<file path="src/rtl/spi_defines_pkg.sv">
// rtl/spi_defines_pkg.sv - shared SPI widths, timeout default and receive FSM states
package spi_defines_pkg;
  localparam int DATA_WIDTH     = 8;
  localparam int TIMEOUT_CYCLES = 64;

  typedef enum logic [1:0] {
    IDLE,
    RECV,
    PUSH
  } rx_state_e;
endpackage

</file>
<file path="src/rtl/sync_2ff.sv">
// rtl/sync_2ff.sv - parameterizable-width two-flop synchronizer with synchronous clear
module sync_2ff #(
  parameter int WIDTH = 1
) (
  input  logic             clk,
  input  logic             rst,
  input  logic [WIDTH-1:0] d,
  output logic [WIDTH-1:0] q
);

  logic [WIDTH-1:0] meta;

  always_ff @(posedge clk) begin
    if (rst) begin
      meta <= '0;
      q    <= '0;
    end else begin
      meta <= d;
      q    <= meta;
    end
  end

endmodule

</file>
<file path="src/rtl/spi_deserializer.sv">
// rtl/spi_deserializer.sv - SPI receive side: sync sclk/mosi, assemble MSB-first words, push to FIFO
module spi_deserializer #(
  parameter int DATAWIDTH       = spi_defines_pkg::DATA_WIDTH,
  parameter int BITCOUNTERWIDTH = $clog2(DATAWIDTH) + 1,
  parameter int TIMEOUT_CYCLES  = spi_defines_pkg::TIMEOUT_CYCLES
) (
  input  logic                 clk,
  input  logic                 rst,
  input  logic                 sclk,
  input  logic                 mosi,
  input  logic                 fifo_full,
  output logic                 write_en,
  output logic [DATAWIDTH-1:0] write_data,
  output logic                 busy,
  output logic                 overflow,
  output logic                 frame_err
);

  import spi_defines_pkg::*;

  localparam int IDLE_W = $clog2(TIMEOUT_CYCLES + 1);

  rx_state_e                state;
  logic [BITCOUNTERWIDTH-1:0] bit_cnt;
  logic [IDLE_W-1:0]        idle_cnt;
  logic [DATAWIDTH-1:0]     shift_reg;
  logic [DATAWIDTH-1:0]     data_r;
  logic [1:0]               sync_q;
  logic                     sclk_s;
  logic                     mosi_s;
  logic                     sclk_d;
  logic                     rise;

  sync_2ff #(.WIDTH(2)) u_sync (
    .clk (clk),
    .rst (rst),
    .d   ({sclk, mosi}),
    .q   (sync_q)
  );

  assign sclk_s = sync_q[1];
  assign mosi_s = sync_q[0];
  assign rise   = sclk_s & ~sclk_d;

  // The strobe is decoded from the PUSH state so the word lands one cycle after its last edge.
  assign write_en   = (state == PUSH) && !fifo_full;
  assign write_data = write_en ? shift_reg : data_r;
  assign busy       = (state == RECV);

  always_ff @(posedge clk) begin
    if (rst) begin
      state     <= IDLE;
      bit_cnt   <= '0;
      idle_cnt  <= '0;
      shift_reg <= '0;
      data_r    <= '0;
      sclk_d    <= 1'b0;
      overflow  <= 1'b0;
      frame_err <= 1'b0;
    end else begin
      sclk_d    <= sclk_s;
      frame_err <= 1'b0;
      if (rise) begin
        shift_reg <= {shift_reg[DATAWIDTH-2:0], mosi_s};
      end
      case (state)
        IDLE: begin
          idle_cnt <= '0;
          if (rise) begin
            bit_cnt <= BITCOUNTERWIDTH'(1);
            state   <= RECV;
          end
        end
        RECV: begin
          if (rise) begin
            idle_cnt <= '0;
            bit_cnt  <= bit_cnt + 1'b1;
            if (bit_cnt == BITCOUNTERWIDTH'(DATAWIDTH - 1)) begin
              state <= PUSH;
            end
          end else if (idle_cnt == IDLE_W'(TIMEOUT_CYCLES - 1)) begin
            // Upstream stalled mid-word: drop the fragment and flag it.
            state     <= IDLE;
            bit_cnt   <= '0;
            idle_cnt  <= '0;
            frame_err <= 1'b1;
          end else begin
            idle_cnt <= idle_cnt + 1'b1;
          end
        end
        PUSH: begin
          idle_cnt <= '0;
          if (!fifo_full) begin
            data_r <= shift_reg;
          end else begin
            overflow <= 1'b1;
          end
          if (rise) begin
            bit_cnt <= BITCOUNTERWIDTH'(1);
            state   <= RECV;
          end else begin
            bit_cnt <= '0;
            state   <= IDLE;
          end
        end
        default: begin
          state   <= IDLE;
          bit_cnt <= '0;
        end
      endcase
    end
  end

endmodule

</file>
<file path="config.mk">
export PLATFORM = sky130hd
export DESIGN_NAME = spi_deserializer
export DESIGN_NICKNAME = d
export VERILOG_FILES = /design/src/rtl/spi_defines_pkg.sv /design/src/rtl/sync_2ff.sv /design/src/rtl/spi_deserializer.sv
export SDC_FILE = /design/constraint.sdc
export NUM_CORES = 1
export LEC_CHECK = 0
export BUFFER_PORTS_ARGS = -buffer_cell sky130_fd_sc_hd__buf_2
export CAP_MARGIN = 20
export CORE_ASPECT_RATIO = 1.4
export CORE_MARGIN = 1.5
export CORE_UTILIZATION = 35
export DETAILED_ROUTE_END_ITERATION = 16
export HOLD_SLACK_MARGIN = 0.08
export PLACE_DENSITY_LB_ADDON = 0.2
export SLEW_MARGIN = 20
export SYNTH_ARGS = -nofsm -noshare
export SYNTH_HDL_FRONTEND = slang
export SYNTH_SLANG_ARGS = --single-unit
</file>
<file path="constraint.sdc">
create_clock -name clk -period 2.1 [get_ports clk]
set_input_delay 0 -clock clk [delete_from_list [all_inputs] [get_ports clk]]
set_output_delay 0 -clock clk [all_outputs]
set_load 0.05 [all_outputs]
</file>
==> metrics.md, run 1 <==
| Metric | Value |
|---|---|
| Status | `complete, no violations` |
| CTS tree | `built` |
| Total inserted antenna cells | `0` |
| Final core utilization | `0.427` |
| Maximum cell stage delay along the critical path | `490 ps` |
| Syn Nets | `161` |
| Multi-input logic area | `671 sq um` |
| Power spent charging and discharging nets | `276 uW` |
| H-tree levels | `2` |
| Final estimated routing congestion in global placement | `0.869` |
| Synth warn | `0` |
| Final-stage net count | `182` |
| Max-cap violations | `0` |
| Routed WL | `2800 um` |
| Worst Hold Class | `primary input to flip-flop` |
| Number of synthesized register bits | `36` |
| Cell at the root of the clock tree | `clkbuf_8` |
| GRT Residual Overflow | `0` |
| Synth unique cells | `33` |
| Total via count after detailed routing | `1,156` |
| Setup repair after global routing missed its margin | `false` |
| Post-detailed-route via-to-cell ratio | `5.30` |
| Power share of the sequential group | `0.546` |
| Final Max Tran Viols | `0` |
| First-pass GRT wire length | `4900 um` |
| Initial Utilization | `0.365` |
| Fraction of layout cells with a size suffix above 1 | `0.211` |
| Lkg Pwr | `0.000673 uW` |
| Synthesized-area fraction occupied by xor and xnor cells | `0.00607` |
| Number of global-route vias before repair | `1,112` |
| Compound-cell area share of the yosys netlist | `0.128` |
| Antenna violations before repair | `0` |
| Combinational fraction of design power | `0.047` |
| Arrival time of data at the critical path endpoint | `1860 ps` |
| Main combinational cell family by area after synthesis | `simple AND/OR/NAND/NOR gates` |
| Highest-count cells in the layout ignoring fill and taps | `36 x dfxtp_1, 21 x nand2_1, 16 x buf_2` |
| Source-to-sink clock delay at the later pin of the worst-skew pair | `280 ps` |
| Internal portion of total power | `1010 uW` |
| Clock Skews | `4.30 ps` |
| Worst-case clock buffer depth | `2` |
| Required time of the critical path | `2100 ps` |
| Clock-pin transition on the worst setup and hold timing paths | `70 ps` |
| First-pass DRT Iterations | `4` |
| Iter 0 DRT Violations | `14` |
| Number of buffers inserted by port buffering | `16` |
| Multiplexer share of the synthesized area | `0.0624` |
| Maximum net fanout on the critical path | `11` |
| Die width | `57.3 um` |
| Final Critical Period | `1860 ps` |
| Global-route usage over all layers | `0.141` |
| Peak clock frequency supported by timing | `539 MHz` |
| Delay-heaviest family, CP | `simple AND/OR/NAND/NOR gates` |
| Post-detailed-placement half-perimeter wirelength | `1900 um` |
| Clock Power Share | `0.406` |
| Area delta synth->final | `17.0%` |
| Fraction of the yosys area taken by sequential cells | `0.499` |
| Non-Filler Instances | `218` |
| Largest net degree at the start of global routing | `36` |
| # DRC | `0` |
| Adder-cell area share of the yosys netlist | `0.0173` |
| Sort of element at the end of the critical path | `output port` |
| Sum Neg Setup Slack | `0 ps` |
| Die height | `79.0 um` |
| Num Clock Sinks | `36` |
| Most frequent standard cell in the layout excluding fill and tap cells | `dfxtp_1` |
| Cell with the largest stage delay on the worst path | `nor3_4` |
| Portion of the clock cycle consumed by the worst path in the final layout | `0.884` |
| Count of endpoints failing setup in the final report | `0` |
| Avg Cell Area, Syn | `9.38 sq um` |
| Hold violation total from the final report | `0` |
| Std-Cell Core Area | `0.00395 sq mm` |
| Startpoint class of the critical path | `flip-flop` |
| Placed cell count | `208` |
| Worst path buffer plus inverter count | `1` |
| I/O pin count | `17` |
| Transition time at the pin with the least slew margin | `587 ps` |
| Number of clock buffers inserted by TritonCTS | `5` |
| Netlist area before placement | `0.00144 sq mm` |
| Sequential cell area | `721 sq um` |
| Cell area power density | `759 mW/mm^2` |
| Routed WL per cell | `12.8 um` |
| Area of the die | `0.00453 sq mm` |
| Switching part of the total | `0.216` |
| Detail Route Antenna Nets | `0` |
| Total power | `1280 uW` |
| Worst setup path category | `flip-flop to output port` |
| Number of rows created at floorplan | `27` |
| Number of fill cells in the layout | `391` |
| Max IR drop VDD | `0.000463 V` |
| Post-Synth Simple-Gate Area | `0.250` |
| Cell Chain, Critical Path | `nor3_4, mux2_2, buf_2` |
| Count of instances resized after the clock tree is built | `0` |
| Worst max-slew margin expressed relative to the limit | `0.609` |
| Cell count after synthesis | `154` |
==> kinds of logic after synthesis <==
logic type      Yosys count
flops                    36
xor+xnor                  1
mux                       8
fa+ha+maj                 2
buf+inv                  12
compound gates           30
simple gates             65
==> final timing paths <==
path / start / endpoint / slack (ps) / cells past startpoint
hold / removal: rst / idle_cnt[1] / 210 / 2
hold reg to reg: u_sync.meta[0] / u_sync.q[0] / 440 / 1
setup / recovery: state[0] / write_data[6] / 240 / 3
setup reg to reg: idle_cnt[0] / state[0] / 440 / 5
==> synth_stat cells, drive strengths merged <==
library cell,number,area (sq um)
nor3,5,36.3
o311a,1,11.3
nand2,21,78.8
a21oi,15,75.1
a31oi,4,25.0
o211ai,1,7.51
and3,1,6.26
dfxtp,36,721
xnor2,1,8.76
or3b,1,8.76
a21o,1,7.51
buf,1,11.3
inv,4,15.0
or3,1,6.26
nor4,3,18.8
a311oi,1,8.76
nand3,7,35.0
a2111oi,1,8.76
ha,2,25.0
nand2b,5,38.8
a32oi,2,17.5
nor2,5,18.8
mux2,8,90.1
nor4b,1,8.76
nor2b,6,37.5
clkbuf,7,26.3
a41oi,1,8.76
nand3b,1,7.51
and2b,8,60.1
o21ai,3,15.0
==> power groups by stage <==
stage	Clock (uW)	Combinational (uW)	Sequential, uW
2_1_floorplan	0	48.0	710
3_3_place_gp	0	56.3	716
3_5_place_dp	0	56.7	716
4_1_cts	541	61.0	700
5_1_grt	566	67.6	702
6_report	521	60.7	700
==> layout make-up <==
cell class,count,area share
sequential,36,0.427
inverter,4,0.00889
multi-input combinational,106,0.397
tap,43,0.0319
timing repair buffer,22,0.0785
clock buffer,7,0.0570
==> stage by stage <==
stage / setup slack, ps / hold slack, ps / area, sq um
2_1_floorplan: 137 / 81.9 / 1440
3_3_place_gp: 477 / 206 / 1560
3_5_place_dp: 468 / 215 / 1560
4_1_cts: 213 / 196 / 1690
5_1_grt: 167 / 221 / 1690
6_report: 245 / 206 / 1690
==> routing by layer <==
| metal | up-vias | routed length (um) | GRT usage | part of all wire |
|---|---|---|---|---|
| met2 | 34 | 1400 | 0.238 | 0.50 |
| met1 | 538 | 1190 | 0.152 | 0.43 |
| met3 | 8 | 120 | 0.0440 | 0.043 |
| met5 | - | 0 | 0 | 0 |
| li1 | 576 | - | - | - |
| met4 | 0 | 91 | 0.0814 | 0.032 |
==> what timing repair did <==
action,in CTS,in global routing
buffers inserted,0,0
endpoints found under the hold margin,3,0
hold buffers,3,0
setup endpoints to repair,0,0
No activity file was read; power rests on OpenSTA's default activity.
==> run 2: changes to the inputs <==
CORE_UTILIZATION = 57   (was 35)
CTS_BUF_LIST = sky130_fd_sc_hd__clkbuf_2   (was unset)
==> run 2 against run 1 <==
Worst setup slack lost 51 ps. Die area fell by 37%. Cell count is 3.7% lower. Critical path type unchanged.
==> metrics.md, run 2 (synthesis results as in run 1) <==
| Metric | Value |
|---|---|
| GRT Residual Overflow | `0` |
| Fraction of layout cells with a size suffix above 1 | `0.210` |
| Slack of the worst reg-to-reg path | `410 ps` |
| Routed WL | `2670 um` |
| Arrival time of data at the critical path endpoint | `1910 ps` |
| Met3 global-route usage | `0.0838` |
| Final Hold Slack | `369 ps` |
| Area of the die | `0.00285 sq mm` |
| Number of global-route vias before repair | `1,155` |
| First-pass GRT wire length | `4530 um` |
| H-tree levels | `2` |
| Max-cap violations | `0` |
| Startpoint class of the critical path | `flip-flop` |
| Clock Skews | `24.7 ps` |
| Count of instances resized after the clock tree is built | `0` |
| Largest net degree at the start of global routing | `36` |
| Maximum cell stage delay along the critical path | `410 ps` |
| Worst setup path category | `flip-flop to output port` |
| Clock-pin transition on the worst setup and hold timing paths | `180 ps` |
| Switching part of the total | `0.250` |
| Setup repair after global routing missed its margin | `false` |
| Number of clock buffers inserted by TritonCTS | `5` |
| Combinational fraction of design power | `0.059` |
| Num Clock Sinks | `36` |
| Peak clock frequency supported by timing | `524 MHz` |
| Antenna violations before repair | `0` |
| Lkg Pwr | `0.000657 uW` |
| Number of buffers inserted by port buffering | `16` |
| Portion of the clock cycle consumed by the worst path in the final layout | `0.908` |
| Source of the worst hold timing path | `sclk` |
| Die height | `62.6 um` |
| Delay-heaviest family, CP | `simple AND/OR/NAND/NOR gates` |
| Met1 track demand over resource | `0.207` |
| Worst Hold Class | `primary input to flip-flop` |
| I/O pin count | `17` |
| Total via count after detailed routing | `1,162` |
| Worst slack at placement | `452 ps` |
| Reg-to-reg endpoint | `bit_cnt[3]` |
| Final-stage net count | `183` |
| Worst-case clock buffer depth | `2` |
| Worst r2r path cells | `5` |
| Detail Route Antenna Nets | `0` |
| Cell Chain, Critical Path | `inv_1, nor3_4, mux2_2, buf_2` |
| First-pass DRT Iterations | `4` |
| Busiest metal layer after global routing | `met2` |
| Destination of the worst hold path | `u_sync.meta[1]` |
| Hold violation total from the final report | `0` |
| Internal portion of total power | `796 uW` |
| Cell area reported after detailed placement | `0.00155 sq mm` |
| # DRC | `0` |
| Initial Utilization | `0.604` |
| M2 GR Usage | `0.363` |
| Transition time at the pin with the least slew margin | `576 ps` |
| Final Max Tran Viols | `0` |
| Cell at the root of the clock tree | `clkbuf_2` |
| Die width | `45.5 um` |
| Power spent charging and discharging nets | `265 uW` |
| Sort of element at the end of the critical path | `output port` |
| Power share of the sequential group | `0.661` |
| Cell area power density | `652 mW/mm^2` |
| Std-Cell Core Area | `0.00239 sq mm` |
| Total inserted antenna cells | `0` |
| Post-detailed-placement half-perimeter wirelength | `1830 um` |
| R2R Path Start | `idle_cnt[0]` |
| Count of endpoints failing setup in the final report | `0` |
| Area delta synth->final | `12.7%` |
| Source-to-sink clock delay at the later pin of the worst-skew pair | `390 ps` |
| Summed area of non-filler cells in the final layout | `0.00163 sq mm` |
| Final Critical Period | `1910 ps` |
| Highest-count cells in the layout ignoring fill and taps | `36 x dfxtp_1, 21 x nand2_1, 16 x buf_2` |
| Hold Crit Depth | `3` |
| Maximum net fanout on the critical path | `9` |
| Status | `complete, no violations` |
| Post-detailed-route via-to-cell ratio | `5.53` |
| Worst max-slew margin expressed relative to the limit | `0.616` |
| Worst path buffer plus inverter count | `2` |
| Required time of the critical path | `2100 ps` |
| Iter 0 DRT Violations | `50` |
| Global-route usage over all layers | `0.217` |
| Clock Power Share | `0.280` |
| Routed WL per cell | `12.7 um` |
| Final estimated routing congestion in global placement | `0.890` |
| Post-CTS setup buffers | `0` |
| CTS tree | `built` |
| Cell with the largest stage delay on the worst path | `nor3_4` |
| Final worst slack | `193 ps` |
| Number of rows created at floorplan | `21` |
| Sum Neg Setup Slack | `0 ps` |
| Max IR drop VDD | `0.000456 V` |
| Most frequent standard cell in the layout excluding fill and tap cells | `dfxtp_1` |
-- run 2: changes by cell type in the layout (fill, tap and decap cells not counted), sizes merged --
cell         change
clkinv           +1
clkbuf           -1
dlygate4sd3      +1
-- run 2: layout make-up --
cell class                 instances  area, sq um
timing repair buffer              23          143
clock buffer                       6         30.0
multi-input combinational        106          671
inverter                           4         15.0
sequential                        36          721
tap                               34         42.5
fill                             193          764
clock inverter                     1         5.00
-- run 2: worst register-to-register path, cell delays in order, from the launching register on --
cell,delay [ps]
dfxtp_1,420
ha_1,190
nand3_1,150
or3_1,430
o21ai_1,260
a31oi_1,130
-- run 2: worst max path at each step --
stage                     slack, ps  cells past startpoint         from       endpoint
after global placement          520                      5  idle_cnt[0]       state[0]
after detailed placement        450                      5  idle_cnt[0]       state[0]
after floorplan                 140                      4     state[0]      data_r[0]
final                           190                      4     state[1]  write_data[1]
after global routing             60                      3     state[0]  write_data[1]
after CTS                        90                      3     state[0]  write_data[7]
-- run 2: routing by layer --
layer  wire [um]  share of wire  up-vias
met2        1400           0.52       22
met4          58          0.022        0
met5           0              0        -
li1            -              -      583
met3         109          0.041        7
met1        1100           0.41      550
-- run 2: power groups by stage --
stage | clock [uW] | sequential (uW) | combinational, uW
floorplan | 0 | 710 | 48.0
global placement | 0 | 715 | 54.0
detailed placement | 0 | 716 | 55.9
CTS | 312 | 702 | 62.1
global route | 344 | 704 | 68.2
finish | 297 | 701 | 62.2
-- run 2: repair_timing --
| action | 4_1_cts | 5_1_grt |
|---|---|---|
| setup endpoints to repair | 0 | 3 |
| hold buffers | 4 | 0 |
| hold endpoints to repair | 8 | 0 |
-- run 2: metrics by stage --
step	total power [uW]	utilization	std cells
after floorplan	758	-	154
after global placement	769	0.649	199
after detailed placement	772	0.649	199
after CTS	1080	0.680	210
after global routing	1120	0.680	210
final	1060	0.680	210
